==> src/rtl/sc_register_car_position.sv <==
// -----------------------------------------------------------------------------
// sc_register_car_position
//
// Player-car register downstream of the car control state machine. Holds the
// car as an 8-bit one-hot row and applies the FSM's clear/load/shift commands.
// Every cycle it compares the car row against the bottom obstacle row of the
// road. A counted hit costs one life and starts an invulnerability window.
// Losing the last life drives the active-low lose flag back to the FSM.
//
// Ports:
//   SC_STATEMACHINE_CAR_CLOCK_50     in   1  system clock (50 MHz)
//   SC_STATEMACHINE_CAR_RESET_InLow  in   1  async reset, active-low
//   SC_REGISTER_CAR_CLEAR_InLow      in   1  0 = clear row, restore lives
//   SC_REGISTER_CAR_LOAD_InLow       in   1  0 = load INIT_POSITION
//   SC_REGISTER_CAR_SHIFT_BUS        in   2  10 right, 01 left, 00/11 hold
//   SC_REGISTER_CAR_OBSTACLE_ROW     in   8  obstacle bits in the car's row
//   SC_REGISTER_CAR_ROW_OUT          out  8  registered car row
//   SC_REGISTER_CAR_LIVES_OUT        out  2  remaining lives
//   SC_REGISTER_CAR_CRASH_OUT        out  1  one-cycle pulse per counted hit
//   SC_REGISTER_CAR_LOSE_OutLow      out  1  0 = no lives left
// -----------------------------------------------------------------------------
module sc_register_car_position #(
  parameter logic [7:0] INIT_POSITION = 8'b0001_0000,
  parameter int         MAX_LIVES     = 3,
  parameter int         GRACE_CYCLES  = 25_000_000,
  parameter int         GRACE_WIDTH   = 25
) (
  input  logic       SC_STATEMACHINE_CAR_CLOCK_50,
  input  logic       SC_STATEMACHINE_CAR_RESET_InLow,
  input  logic       SC_REGISTER_CAR_CLEAR_InLow,
  input  logic       SC_REGISTER_CAR_LOAD_InLow,
  input  logic [1:0] SC_REGISTER_CAR_SHIFT_BUS,
  input  logic [7:0] SC_REGISTER_CAR_OBSTACLE_ROW,
  output logic [7:0] SC_REGISTER_CAR_ROW_OUT,
  output logic [1:0] SC_REGISTER_CAR_LIVES_OUT,
  output logic       SC_REGISTER_CAR_CRASH_OUT,
  output logic       SC_REGISTER_CAR_LOSE_OutLow
);

  typedef enum logic [1:0] {
    SHIFT_HOLD_00 = 2'b00,
    SHIFT_LEFT    = 2'b01,
    SHIFT_RIGHT   = 2'b10,
    SHIFT_HOLD_11 = 2'b11
  } shift_e;

  localparam logic [1:0]             LIVES_FULL   = 2'(MAX_LIVES);
  localparam logic [GRACE_WIDTH-1:0] GRACE_RELOAD = GRACE_WIDTH'(GRACE_CYCLES);

  // Registered state
  logic [7:0]             row_q,     row_d;
  logic [1:0]             lives_q,   lives_d;
  logic                   crash_q,   crash_d;
  logic                   lose_n_q,  lose_n_d;
  logic [GRACE_WIDTH-1:0] grace_q,   grace_d;
  logic                   overlap_q, overlap_d;

  // Decoded inputs
  logic   clear;
  logic   load;
  logic   overlap;
  logic   hit;
  shift_e shift;

  assign clear   = ~SC_REGISTER_CAR_CLEAR_InLow;
  assign load    = ~SC_REGISTER_CAR_LOAD_InLow;
  assign shift   = shift_e'(SC_REGISTER_CAR_SHIFT_BUS);

  // Collision uses the current registered row, so a shift in the same cycle
  // does not hide a hit on the pre-shift position.
  assign overlap = |(row_q & SC_REGISTER_CAR_OBSTACLE_ROW);

  // Rising edge of overlap only: a car parked on an obstacle counts once.
  assign hit = overlap & ~overlap_q & (grace_q == '0) & lose_n_q & ~clear;

  // NOTE: every signal written here gets a default first, so no path through
  // the if/case tree leaves it unassigned and no latch is inferred.
  always_comb begin
    row_d     = row_q;
    lives_d   = lives_q;
    crash_d   = hit;
    lose_n_d  = lose_n_q;
    grace_d   = grace_q;
    overlap_d = overlap;

    // Row update: clear > load > shift > hold. Load and shift are frozen
    // once the game is lost.
    if (clear) begin
      row_d = '0;
    end else if (load) begin
      if (lose_n_q) row_d = INIT_POSITION;
    end else if (lose_n_q) begin
      unique case (shift)
        SHIFT_RIGHT: if (!row_q[0]) row_d = row_q >> 1;
        SHIFT_LEFT:  if (!row_q[7]) row_d = row_q << 1;
        default:     row_d = row_q;
      endcase
    end

    // Lives, grace window and lose flag
    if (clear) begin
      lives_d   = LIVES_FULL;
      lose_n_d  = 1'b1;
      grace_d   = '0;
      overlap_d = 1'b0;
    end else if (hit) begin
      grace_d = GRACE_RELOAD;
      if (lives_q != 2'd0) lives_d = lives_q - 2'd1;
      if (lives_q == 2'd1) lose_n_d = 1'b0;
    end else if (grace_q != '0) begin
      grace_d = grace_q - 1'b1;
    end
  end

  // NOTE: sequential state uses non-blocking assignments so every register
  // samples the pre-edge values regardless of statement order.
  always_ff @(posedge SC_STATEMACHINE_CAR_CLOCK_50 or negedge SC_STATEMACHINE_CAR_RESET_InLow) begin
    if (!SC_STATEMACHINE_CAR_RESET_InLow) begin
      row_q     <= '0;
      lives_q   <= LIVES_FULL;
      crash_q   <= 1'b0;
      lose_n_q  <= 1'b1;
      grace_q   <= '0;
      overlap_q <= 1'b0;
    end else begin
      row_q     <= row_d;
      lives_q   <= lives_d;
      crash_q   <= crash_d;
      lose_n_q  <= lose_n_d;
      grace_q   <= grace_d;
      overlap_q <= overlap_d;
    end
  end

  assign SC_REGISTER_CAR_ROW_OUT     = row_q;
  assign SC_REGISTER_CAR_LIVES_OUT   = lives_q;
  assign SC_REGISTER_CAR_CRASH_OUT   = crash_q;
  assign SC_REGISTER_CAR_LOSE_OutLow = lose_n_q;

endmodule

==> config.mk <==
export PLATFORM = sky130hd
export DESIGN_NAME = sc_register_car_position
export DESIGN_NICKNAME = d
export VERILOG_FILES = /design/src/rtl/sc_register_car_position.sv
export SDC_FILE = /design/constraint.sdc
export NUM_CORES = 1
export LEC_CHECK = 0
export BUFFER_PORTS_ARGS = -buffer_cell sky130_fd_sc_hd__buf_2
export CORE_MARGIN = 2
export CORE_UTILIZATION = 62
export DETAILED_ROUTE_END_ITERATION = 8
export HOLD_SLACK_MARGIN = 0.05
export PLACE_DENSITY = 0.84
export SYNTH_ARGS = -nofsm -noshare
export SYNTH_HDL_FRONTEND = slang
export SYNTH_SLANG_ARGS = --single-unit
==> constraint.sdc <==
create_clock -name SC_STATEMACHINE_CAR_CLOCK_50 -period 4.8 [get_ports SC_STATEMACHINE_CAR_CLOCK_50]
set_input_delay 0.24 -clock SC_STATEMACHINE_CAR_CLOCK_50 [delete_from_list [all_inputs] [get_ports SC_STATEMACHINE_CAR_CLOCK_50]]
set_output_delay 0.24 -clock SC_STATEMACHINE_CAR_CLOCK_50 [all_outputs]
set_load 0.01 [all_outputs]
==> flow_summary.json, run 1 <==
{
  "critPathMaxFanout": 23,
  "power_mw": 1.54,
  "hold_viol": 0,
  "holdBufCountCts": 1,
  "start_kind": "flip-flop",
  "synth_nets": 248,
  "die_width_um": 63.0,
  "period_share_pct": 56.2,
  "synth_area_leaders": "dfrtp_1 41%, a21oi_1 5.1%, dfstp_2 3.7%",
  "worstMarginPinSlew_ns": 0.798,
  "htree_levels": 2,
  "initial_core_util_pct": 64.7,
  "cp.arrival_ns": 2.98,
  "clk_latency_ns": 0.35,
  "use_met1_pct": 36.5,
  "grt.total_usage_pct": 24.9,
  "place_hpwl_mm": 3.07,
  "cts_made_buffers": 5,
  "grt_pass1_vias": 1649,
  "ys_warn_count": 0,
  "first_iter_violations": 130,
  "synthArstFlopShare_pct": 100,
  "avgSynthCellArea_um2": 9.47,
  "synth_edf_count": 0,
  "max-slew-margin-rel_pct": 46.8,
  "cts_setup_buffers": 0,
  "drv_cap": 0,
  "io_pins": 26,
  "clk_pin_slew_ns": 0.11,
  "area_growth_pct": 12.3,
  "min_period_ns": 2.70,
  "ys_types": 48,
  "synth-seq-cells": 38,
  "num-fill-cells": 257,
  "p_per_area_nw_per_um2": 634,
  "num_rows": 21,
  "root_buffer": "clkbuf_4",
  "core_um2": 3340,
  "synthFlopType": "dfrtp_1",
  "power.leakage_nw": 1.11,
  "crit_required_ns": 5.08,
  "post_cts_resized": 0,
  "drive_above_1_share_pct": 19.0,
  "wl_per_cell_um": 14.7,
  "drc": 0,
  "yosysSeqAreaShare_pct": 44.2,
  "grt_start_max_net_pins": 39,
  "vias": 1781,
  "grt_pass1_wl_mm": 7.76,
  "synthCells": 228,
  "max_freq_mhz": 370,
  "finalSetupTns_ns": 0,
  "place_congestion": 0.872,
  "setup_viol": 0,
  "synth.largest_area_cell": "dfrtp_1",
  "use_met2_pct": 36.3,
  "worstSetupPathType": "flip-flop to flip-flop",
  "final_nets": 272,
  "antenna_found_initial": 0,
  "routed_wl_mm": 4.40,
  "synth.top_cell.area_share_pct": 40.6,
  "portBuffers": 25,
  "die_h_um": 63.0,
  "dr.pass1.iters": 4,
  "ff_latch_area_um2": 955,
  "met3_usage_pct": 6.49,
  "peakVddDrop_mv": 0.365,
  "hold_class": "input pin to flip-flop",
  "dieArea_um2": 3970,
  "endpoint_kind": "flip-flop",
  "grt.busiest_layer": "met1",
  "cts.path.max_buffers": 2,
  "cts_tree": "done",
  "grt_setup_unrepaired": "false",
  "finClkSkew_ns": 0.0134,
  "cts.sinks": 38,
  "antennaDiodeCount": 0,
  "multi_input_area_um2": 1120,
  "synth_area_um2": 2160,
  "postRouteAntennaNets": 0,
  "outcome": "finished, final reports clean",
  "finalMaxSlewViolations": 0,
  "via_per_inst": 5.96,
  "overflow": 0
}
-- final timing paths --
path	start	to	slack, ns	cells after the start
setup / recovery	grace_q[15]$_DFFE_PN0P_	SC_REGISTER_CAR_LIVES_OUT[1]$_DFFE_PN1P_	2.10	5
hold / removal	SC_REGISTER_CAR_LOAD_InLow	SC_REGISTER_CAR_ROW_OUT[7]$_DFFE_PN0P_	0.18	3
setup reg to reg	grace_q[15]$_DFFE_PN0P_	SC_REGISTER_CAR_LIVES_OUT[1]$_DFFE_PN1P_	2.10	5
hold reg to reg	SC_REGISTER_CAR_LOSE_OutLow$_DFFE_PN1P_	SC_REGISTER_CAR_LOSE_OutLow$_DFFE_PN1P_	0.53	2
max in group asynchronous	SC_STATEMACHINE_CAR_RESET_InLow	grace_q[7]$_DFFE_PN0P_	3.78	2
min in group asynchronous	SC_STATEMACHINE_CAR_RESET_InLow	overlap_q$_DFF_PN0_	0.50	2
-- cell usage after synthesis, types with 2 or more instances --
library cell   n
dfrtp_1       35
a21oi_1       22
nor2_1        19
nand2_1       14
inv_1         13
nor3_1        13
nor4_1         7
xor2_1         7
a211oi_1       6
clkbuf_1       6
ha_1           6
o21ai_0        6
or3_1          5
a22o_1         4
a22oi_1        4
a311oi_1       4
nand3_1        4
xnor2_1        4
and2_1         3
buf_2          3
dfstp_2        3
nand3b_1       3
nor2b_1        3
o31ai_1        3
or4_4          3
a31oi_1        2
a32o_1         2
mux2_2         2
nand4b_1       2
o211a_1        2
-- per-layer routing --
metal,up-vias,part of all wire [%]
met2,55,44
met5,-,0
li1,887,-
met4,0,1.3
met3,8,5.0
met1,831,50
-- placed cells by master (no fill, tap or decap), types with 2 or more instances in the layout --
| cell type | n |
|---|---|
| a32o_1 | 2 |
| buf_2 | 25 |
| a22o_1 | 4 |
| inv_1 | 13 |
| or3_1 | 5 |
| and2_1 | 3 |
| dfrtp_1 | 35 |
| xor2_1 | 7 |
| nand4b_1 | 2 |
| xnor2_1 | 4 |
| or4_4 | 3 |
| a21oi_1 | 22 |
| clkbuf_4 | 5 |
| bufinv_16 | 2 |
| a311oi_1 | 4 |
| nor2b_1 | 3 |
| a31oi_1 | 2 |
| o31ai_1 | 3 |
| nand3_1 | 4 |
| nand3b_1 | 3 |
| nor3_1 | 13 |
| nor4_1 | 7 |
| nor2_1 | 19 |
| o21ai_0 | 6 |
| dfstp_2 | 3 |
| a22oi_1 | 4 |
| a211oi_1 | 6 |
| mux2_2 | 2 |
| nand2_1 | 14 |
| ha_1 | 6 |
| o211a_1 | 2 |
-- power by group --
part / internal, mW / total (mW) / leakage [nW] / switching (mW)
sequential: 0.414 / 0.528 / 0.504 / 0.114
clock: 0.176 / 0.279 / 0.0585 / 0.103
combinational: 0.309 / 0.731 / 0.545 / 0.422
total: 0.899 / 1.54 / 1.11 / 0.639
-- per-stage QoR --
stage               hold slack [ns]  worst slack [ns]  std cells  cell area [µm²]  utilization (%)
global route                  0.172              1.96        299             2430             72.7
detailed placement            0.380              2.19        290             2300             69.1
CTS                           0.166              2.16        299             2430             72.7
global placement              0.387              2.27        290             2300             69.1
finish                        0.176              2.10        299             2430             72.7
floorplan                   -0.0556              2.63        228             2160                -
-- area by class of cell --
| type | count | share of cell area, % |
|---|---|---|
| tap | 46 | 2.37 |
| multi-input combinational | 168 | 46.1 |
| inverter | 13 | 2.01 |
| timing repair buffer | 26 | 5.57 |
| clock buffer | 6 | 2.11 |
| clock inverter | 2 | 2.48 |
| sequential | 38 | 39.4 |
-- worst max-delay path, stage by stage, from the launching register on --
cell and delay [ns]:
dfrtp_1 0.44, or4_4 0.59, nor3_2 0.34, nand2_1 0.56, or3_1 0.53, a31oi_1 0.17
-- state kept, by name, summed over array words and instances (netlist names) --
signal and count:
SC_REGISTER_CAR_LOSE_OutLow 1, overlap_q 1, grace_q 25, SC_REGISTER_CAR_ROW_OUT 8, SC_REGISTER_CAR_LIVES_OUT 2, SC_REGISTER_CAR_CRASH_OUT 1
-- cells by family (layout without fill, tap and decap cells) --
logic type | after synthesis | after routing | synth area share, %
simple gates | 89 | 89 | 23.9
compound gates | 60 | 60 | 18.9
flops | 38 | 38 | 44.2
buf+inv | 22 | 47 | 4.00
xor+xnor | 11 | 11 | 4.46
fa+ha+maj | 6 | 6 | 3.48
mux | 2 | 2 | 1.04
No activity file was read; power rests on OpenSTA's default activity.
==> run 2: changes to the inputs <==
--- a/config.mk
+++ b/config.mk
@@ -5,12 +5,13 @@
 export SDC_FILE = /design/constraint.sdc
 export NUM_CORES = 1
 export LEC_CHECK = 0
+export ABC_AREA = 1
 export BUFFER_PORTS_ARGS = -buffer_cell sky130_fd_sc_hd__buf_2
 export CORE_MARGIN = 2
-export CORE_UTILIZATION = 62
+export CORE_UTILIZATION = 54
 export DETAILED_ROUTE_END_ITERATION = 8
 export HOLD_SLACK_MARGIN = 0.05
-export PLACE_DENSITY = 0.84
+export PLACE_DENSITY = 0.77
 export SYNTH_ARGS = -nofsm -noshare
 export SYNTH_HDL_FRONTEND = slang
 export SYNTH_SLANG_ARGS = --single-unit
==> constraint.sdc (replaced) <==
create_clock -name SC_STATEMACHINE_CAR_CLOCK_50 -period 2.3 [get_ports SC_STATEMACHINE_CAR_CLOCK_50]
set_input_delay 0.115 -clock SC_STATEMACHINE_CAR_CLOCK_50 [delete_from_list [all_inputs] [get_ports SC_STATEMACHINE_CAR_CLOCK_50]]
set_output_delay 0.115 -clock SC_STATEMACHINE_CAR_CLOCK_50 [all_outputs]
set_load 0.01 [all_outputs]
==> run 2 against run 1 <==
- synthesized cell count rose by 58%
- count of clock-buffer cells in the layout stayed put
- worst setup slack got worse by 1.6 ns
- utilization shrank 11 points
- non-clock buffer count stayed put
==> flow_summary.json, run 2 <==
{
  "outcome": "finished, final reports clean",
  "grt_pass1_vias": 2176,
  "synthArstFlopShare_pct": 100,
  "power.leakage_nw": 1.55,
  "switching_share_pct": 50.6,
  "start_kind": "flip-flop",
  "worstSetupPathType": "flip-flop to flip-flop",
  "vias": 2373,
  "num_rows": 25,
  "final_nets": 409,
  "ys_types": 32,
  "core_um2": 4690,
  "setup_viol": 0,
  "p_per_area_nw_per_um2": 1240,
  "initial_core_util_pct": 55.9,
  "combPwrFrac_pct": 58.1,
  "cp_slowest_cell": "dfstp_2",
  "clkPwrFrac_pct": 13.7,
  "dr.pass1.iters": 5,
  "seqPwrFrac_pct": 28.2,
  "switchingPower_mw": 1.81,
  "root_buffer": "clkbuf_8",
  "hold_ws_ns": 0.195,
  "yosys.cell_count.top_type": "nand2_1",
  "synth_area_um2": 2620,
  "first_iter_violations": 150,
  "dieArea_um2": 5430,
  "fin_ws_ns": 0.540,
  "die_width_um": 73.7,
  "post_dp_cell_area_um2": 2770,
  "grt_start_max_net_pins": 39,
  "drc": 0,
  "hold_viol": 0,
  "via_per_inst": 5.34,
  "largest_reg_flops": 25,
  "synth_edf_count": 0,
  "intPower_mw": 1.77,
  "postRouteAntennaNets": 0,
  "synth-seq-cells": 38,
  "finalMaxSlewViolations": 0,
  "critPathMaxFanout": 12,
  "grt.total_usage_pct": 23.9,
  "cts.path.max_buffers": 2,
  "num-fill-cells": 434,
  "max_freq_mhz": 568,
  "synth.largest_area_cell": "dfrtp_1",
  "antennaDiodeCount": 0,
  "mostFrequentLayoutCell": "nand2_1",
  "place_ws_ns": 0.536,
  "crit_required_ns": 2.53,
  "clk_latency_ns": 0.30,
  "crit_path_max_incr_delay_ns": 0.56,
  "hold_class": "input pin to flip-flop",
  "drive_above_1_share_pct": 21.3,
  "place_congestion": 0.917,
  "fin_util_pct": 61.3,
  "antenna_found_initial": 0,
  "synthFlopType": "dfrtp_1",
  "final_cell_mix": "91 x nand2_1, 51 x nor2_1, 48 x inv_1",
  "fin_cells": 444,
  "peakVddDrop_mv": 0.651,
  "max-slew-margin-rel_pct": 43.5,
  "dp.cells": 435,
  "htree_levels": 2,
  "power_mw": 3.57,
  "avgSynthCellArea_um2": 7.28,
  "portBuffers": 25,
  "grt_setup_unrepaired": "false",
  "final_area_um2": 2880,
  "wl_per_cell_um": 13.0,
  "area_growth_pct": 9.69,
  "synth_area_leaders": "dfrtp_1 33%, nand2_1 13%, nor2_1 7.3%",
  "drv_cap": 0,
  "yosysSeqAreaShare_pct": 36.4,
  "finalSetupTns_ns": 0,
  "routed_wl_mm": 5.77,
  "ys_warn_count": 0,
  "clk_pin_slew_ns": 0.08,
  "cp.arrival_ns": 1.99,
  "cts_tree": "done",
  "cts_setup_buffers": 0,
  "grt_pass1_wl_mm": 9.93,
  "overflow": 0,
  "worstMarginPinSlew_ns": 0.847,
  "synth_commonest_cells": "91 x nand2_1, 51 x nor2_1, 48 x inv_1",
  "io_pins": 26,
  "min_period_ns": 1.76,
  "largest-register": "grace_q",
  "path_cells": "o22ai_1, o21bai_2, nor2_1, nand3_1, o21ai_1",
  "period_share_pct": 76.5,
  "synth_nets": 380,
  "finClkSkew_ns": 0.00422,
  "synth.top_cell.area_share_pct": 33.4,
  "place_hpwl_mm": 4.39,
  "endpoint_kind": "flip-flop",
  "cts.sinks": 38,
  "synthCells": 360,
  "cts_made_buffers": 5,
  "die_h_um": 73.7
}
run 2: layer usage:
layer	GRT usage [%]	part of all wire, %	wire length (µm)
met2	39.2	48	2760
met4	4.65	0.69	40
met3	5.35	5.4	309
met1	32.6	46	2670
met5	0	0	0
run 2: critical path: cells and delay by family (launching register included):
family | cells | cell delay, ns
AOI/OAI and AO/OA | 3 | 0.44
DFF | 1 | 0.56
and+or+nand+nor | 2 | 0.70
run 2: timing repair:
item                                   in CTS  in global routing
hold buffers                                1                  0
endpoints found under the hold margin      35                  0
gates resized for setup                     0                  0
run 2: power by group through the flow:
stage          clock, mW  sequential [mW]  combinational [mW]
4_1_cts            0.497             1.01                2.07
5_1_grt            0.531             1.03                2.36
3_3_place_gp           0             1.01                2.02
2_1_floorplan          0            0.966                1.73
3_5_place_dp           0             1.02                2.05
6_report           0.491             1.01                2.08
run 2: layout make-up:
| class | instances | area (µm²) | area share, % |
|---|---|---|---|
| multi-input combinational | 264 | 1420 | 49.4 |
| sequential | 38 | 955 | 33.2 |
| inverter | 54 | 203 | 7.05 |
| timing repair buffer | 26 | 135 | 4.70 |
| clock buffer | 6 | 82.6 | 2.87 |
| tap | 54 | 67.6 | 2.35 |
| clock inverter | 2 | 12.5 | 0.435 |
run 2: path summary, 6_finish.rpt:
check	start	to	slack (ns)	cells past startpoint
hold reg to reg	SC_REGISTER_CAR_LIVES_OUT[1]$_DFFE_PN1P_	SC_REGISTER_CAR_LIVES_OUT[1]$_DFFE_PN1P_	0.49	2
setup reg to reg	SC_REGISTER_CAR_LOSE_OutLow$_DFFE_PN1P_	SC_REGISTER_CAR_ROW_OUT[4]$_DFFE_PN0P_	0.54	5
min in group asynchronous	SC_STATEMACHINE_CAR_RESET_InLow	grace_q[7]$_DFFE_PN0P_	0.46	2
setup / recovery	SC_REGISTER_CAR_LOSE_OutLow$_DFFE_PN1P_	SC_REGISTER_CAR_ROW_OUT[4]$_DFFE_PN0P_	0.54	5
max in group asynchronous	SC_STATEMACHINE_CAR_RESET_InLow	grace_q[13]$_DFFE_PN0P_	1.31	2
hold / removal	SC_REGISTER_CAR_OBSTACLE_ROW[3]	overlap_q$_DFF_PN0_	0.20	5
run 2: kinds of logic after synthesis:
logic type | Yosys count | synth area share, %
flops | 38 | 36.4
buf+inv | 58 | 9.40
compound gates | 32 | 6.59
xor+xnor | 3 | 1.00
fa+ha+maj | 6 | 2.86
simple gates | 223 | 43.7
==> run 3: changes to the inputs <==
==> constraint.sdc (replaced) <==
create_clock -name SC_STATEMACHINE_CAR_CLOCK_50 -period 1.6 [get_ports SC_STATEMACHINE_CAR_CLOCK_50]
set_input_delay 0.08 -clock SC_STATEMACHINE_CAR_CLOCK_50 [delete_from_list [all_inputs] [get_ports SC_STATEMACHINE_CAR_CLOCK_50]]
set_output_delay 0.08 -clock SC_STATEMACHINE_CAR_CLOCK_50 [all_outputs]
set_load 0.01 [all_outputs]
==> run 3 against run 2 <==
- the run now ends with negative setup slack left
- sequential share of layout area decreased by 6.0 points
- critical endpoint is now grace_q[23]$_DFFE_PN0P_
- via count increased by 14%
- clock skew increased by 0.0013 ns
- utilization increased by 14 points
- largest power group unchanged
- sequential cell count unchanged
- clock power increased by 43%
- routed wire length increased by 28%
- critical path depth increased by 3
- final cell count increased by 13%
==> flow_summary.json, run 3 (synthesis results as in run 2) <==
{
  "htree_levels": 2,
  "io_pins": 26,
  "place_congestion": 0.954,
  "cp_slowest_cell": "dfrtp_1",
  "dr.pass1.iters": 5,
  "initial_core_util_pct": 55.9,
  "grt_pass1_wl_mm": 10.7,
  "via_per_inst": 5.43,
  "min_period_ns": 1.65,
  "outcome": "finished, violations left",
  "wl_per_cell_um": 14.8,
  "grt.total_usage_pct": 25.9,
  "cpLargestDelayFamily": "simple AND/OR/NAND/NOR gates",
  "first_iter_violations": 176,
  "path_cells": "buf_4, nor2_1, nand4_1, nor2_1, nand3_1, nand2_1, inv_1, nor2_1",
  "grt_pass1_vias": 2324,
  "period_share_pct": 103,
  "fin_ws_ns": -0.0501,
  "grt_start_max_net_pins": 22,
  "root_buffer": "clkbuf_8",
  "drc": 0,
  "die_h_um": 73.7,
  "max-slew-margin-rel_pct": 68.3,
  "fin_cells": 500,
  "endpoint_kind": "flip-flop",
  "grt_setup_unrepaired": "true",
  "critPathMaxFanout": 5,
  "path_common_cell": "nor2_1",
  "cts_made_buffers": 5,
  "power_mw": 6.81,
  "drv_cap": 0,
  "path_buf_inv": 2,
  "whs_endpoint": "SC_REGISTER_CAR_LIVES_OUT[0]$_DFFE_PN1P_",
  "worstMarginPinSlew_ns": 0.475,
  "finalSetupTns_ns": -0.0550,
  "largest_reg_flops": 25,
  "dp.cells": 478,
  "crit_path_max_incr_delay_ns": 0.44,
  "worstSetupPathType": "flip-flop to flip-flop",
  "num_rows": 25,
  "clk_latency_ns": 0.30,
  "cts_tree": "done",
  "hp-start": "SC_REGISTER_CAR_CLEAR_InLow",
  "start_kind": "flip-flop",
  "finClkSkew_ns": 0.00549,
  "power.leakage_nw": 1.87,
  "antenna_found_initial": 0,
  "antennaDiodeCount": 0,
  "area_growth_pct": 33.9,
  "place_ws_ns": -0.0223,
  "cts.path.max_buffers": 2,
  "core_um2": 4690,
  "die_width_um": 73.7,
  "crit_required_ns": 1.83,
  "hold_viol": 0,
  "cp-startpoint": "grace_q[16]$_DFFE_PN0P_",
  "postRouteAntennaNets": 0,
  "regToRegSetupSlack_ns": -0.05,
  "final_cell_mix": "85 x nand2_1, 53 x buf_4, 46 x inv_1",
  "finalMaxSlewViolations": 0,
  "fin_util_pct": 74.8,
  "reg2regPathDepth": 8,
  "peakVddDrop_mv": 0.910,
  "mostFrequentLayoutCell": "nand2_1",
  "vias": 2713,
  "overflow": 0,
  "final_nets": 465,
  "routed_wl_mm": 7.42,
  "violations": "negative setup slack",
  "r2r-start": "grace_q[16]$_DFFE_PN0P_",
  "clk_pin_slew_ns": 0.08,
  "largest-register": "grace_q",
  "max_freq_mhz": 606,
  "setup_viol": 2,
  "drive_above_1_share_pct": 38.8,
  "r2r_end": "grace_q[23]$_DFFE_PN0P_",
  "holdPathStages": 2,
  "cp.arrival_ns": 1.88,
  "portBuffers": 25,
  "dieArea_um2": 5430,
  "place_hpwl_mm": 5.03,
  "hold_class": "input pin to flip-flop",
  "cts.sinks": 38,
  "p_per_area_nw_per_um2": 1940
}
run 3: how the worst max path moves through the flow:
stage                                               endpoint  slack [ns]  depth (start not counted)
CTS                                   grace_q[7]$_DFFE_PN0P_       0.006                         10
finish                               grace_q[23]$_DFFE_PN0P_       -0.05                          8
floorplan           SC_REGISTER_CAR_LIVES_OUT[1]$_DFFE_PN1P_        0.17                         11
detailed placement                    grace_q[7]$_DFFE_PN0P_       -0.02                         10
global placement                      grace_q[9]$_DFFE_PN0P_        0.06                         10
global route                         grace_q[23]$_DFFE_PN0P_       -0.17                          8
run 3: layer usage:
| layer | global-route usage [%] | share of wire, % |
|---|---|---|
| met3 | 4.94 | 5.7 |
| met5 | 0 | 0 |
| met2 | 42.5 | 50 |
| met1 | 34.6 | 42 |
| met4 | 8.08 | 3.1 |
run 3: area by class of cell:
class	count	area (µm²)
Multi-Input combinational cell	265	1620
Timing Repair Buffer	81	573
Inverter	54	203
Fill cell	337	1180
Clock buffer	6	82.6
Tap cell	54	67.6
Sequential cell	38	955
Clock inverter	2	12.5
run 3: worst register-to-register path: stages, from the launching register on:
cell	delay (ns)
dfrtp_1	0.44
buf_4	0.18
nor2_1	0.30
nand4_1	0.20
nor2_1	0.19
nand3_1	0.09
nand2_1	0.06
inv_1	0.04
nor2_1	0.09
run 3: stage by stage:
stage               hold WS, ns  area [µm²]
floorplan                -0.216        2620
global placement         0.0528        3120
detailed placement       0.0569        3120
CTS                       0.108        3230
global route              0.115        3510
finish                    0.111        3510
run 3: timing repair:
| item | in CTS | in global routing |
|---|---|---|
| endpoints found under the setup margin | 18 | 29 |
| pin swaps | 1 | 16 |
| hold buffers | 1 | 0 |
| resized for setup | 4 | 47 |
| gates cloned | 0 | 1 |
| hold endpoints to repair | 17 | 0 |
| buffers inserted | 0 | 12 |
run 3: report_power, final:
group / switching [mW] / total, mW / internal, mW
combinational: 2.81 / 4.69 / 1.88
clock: 0.356 / 0.703 / 0.346
sequential: 0.226 / 1.41 / 1.19
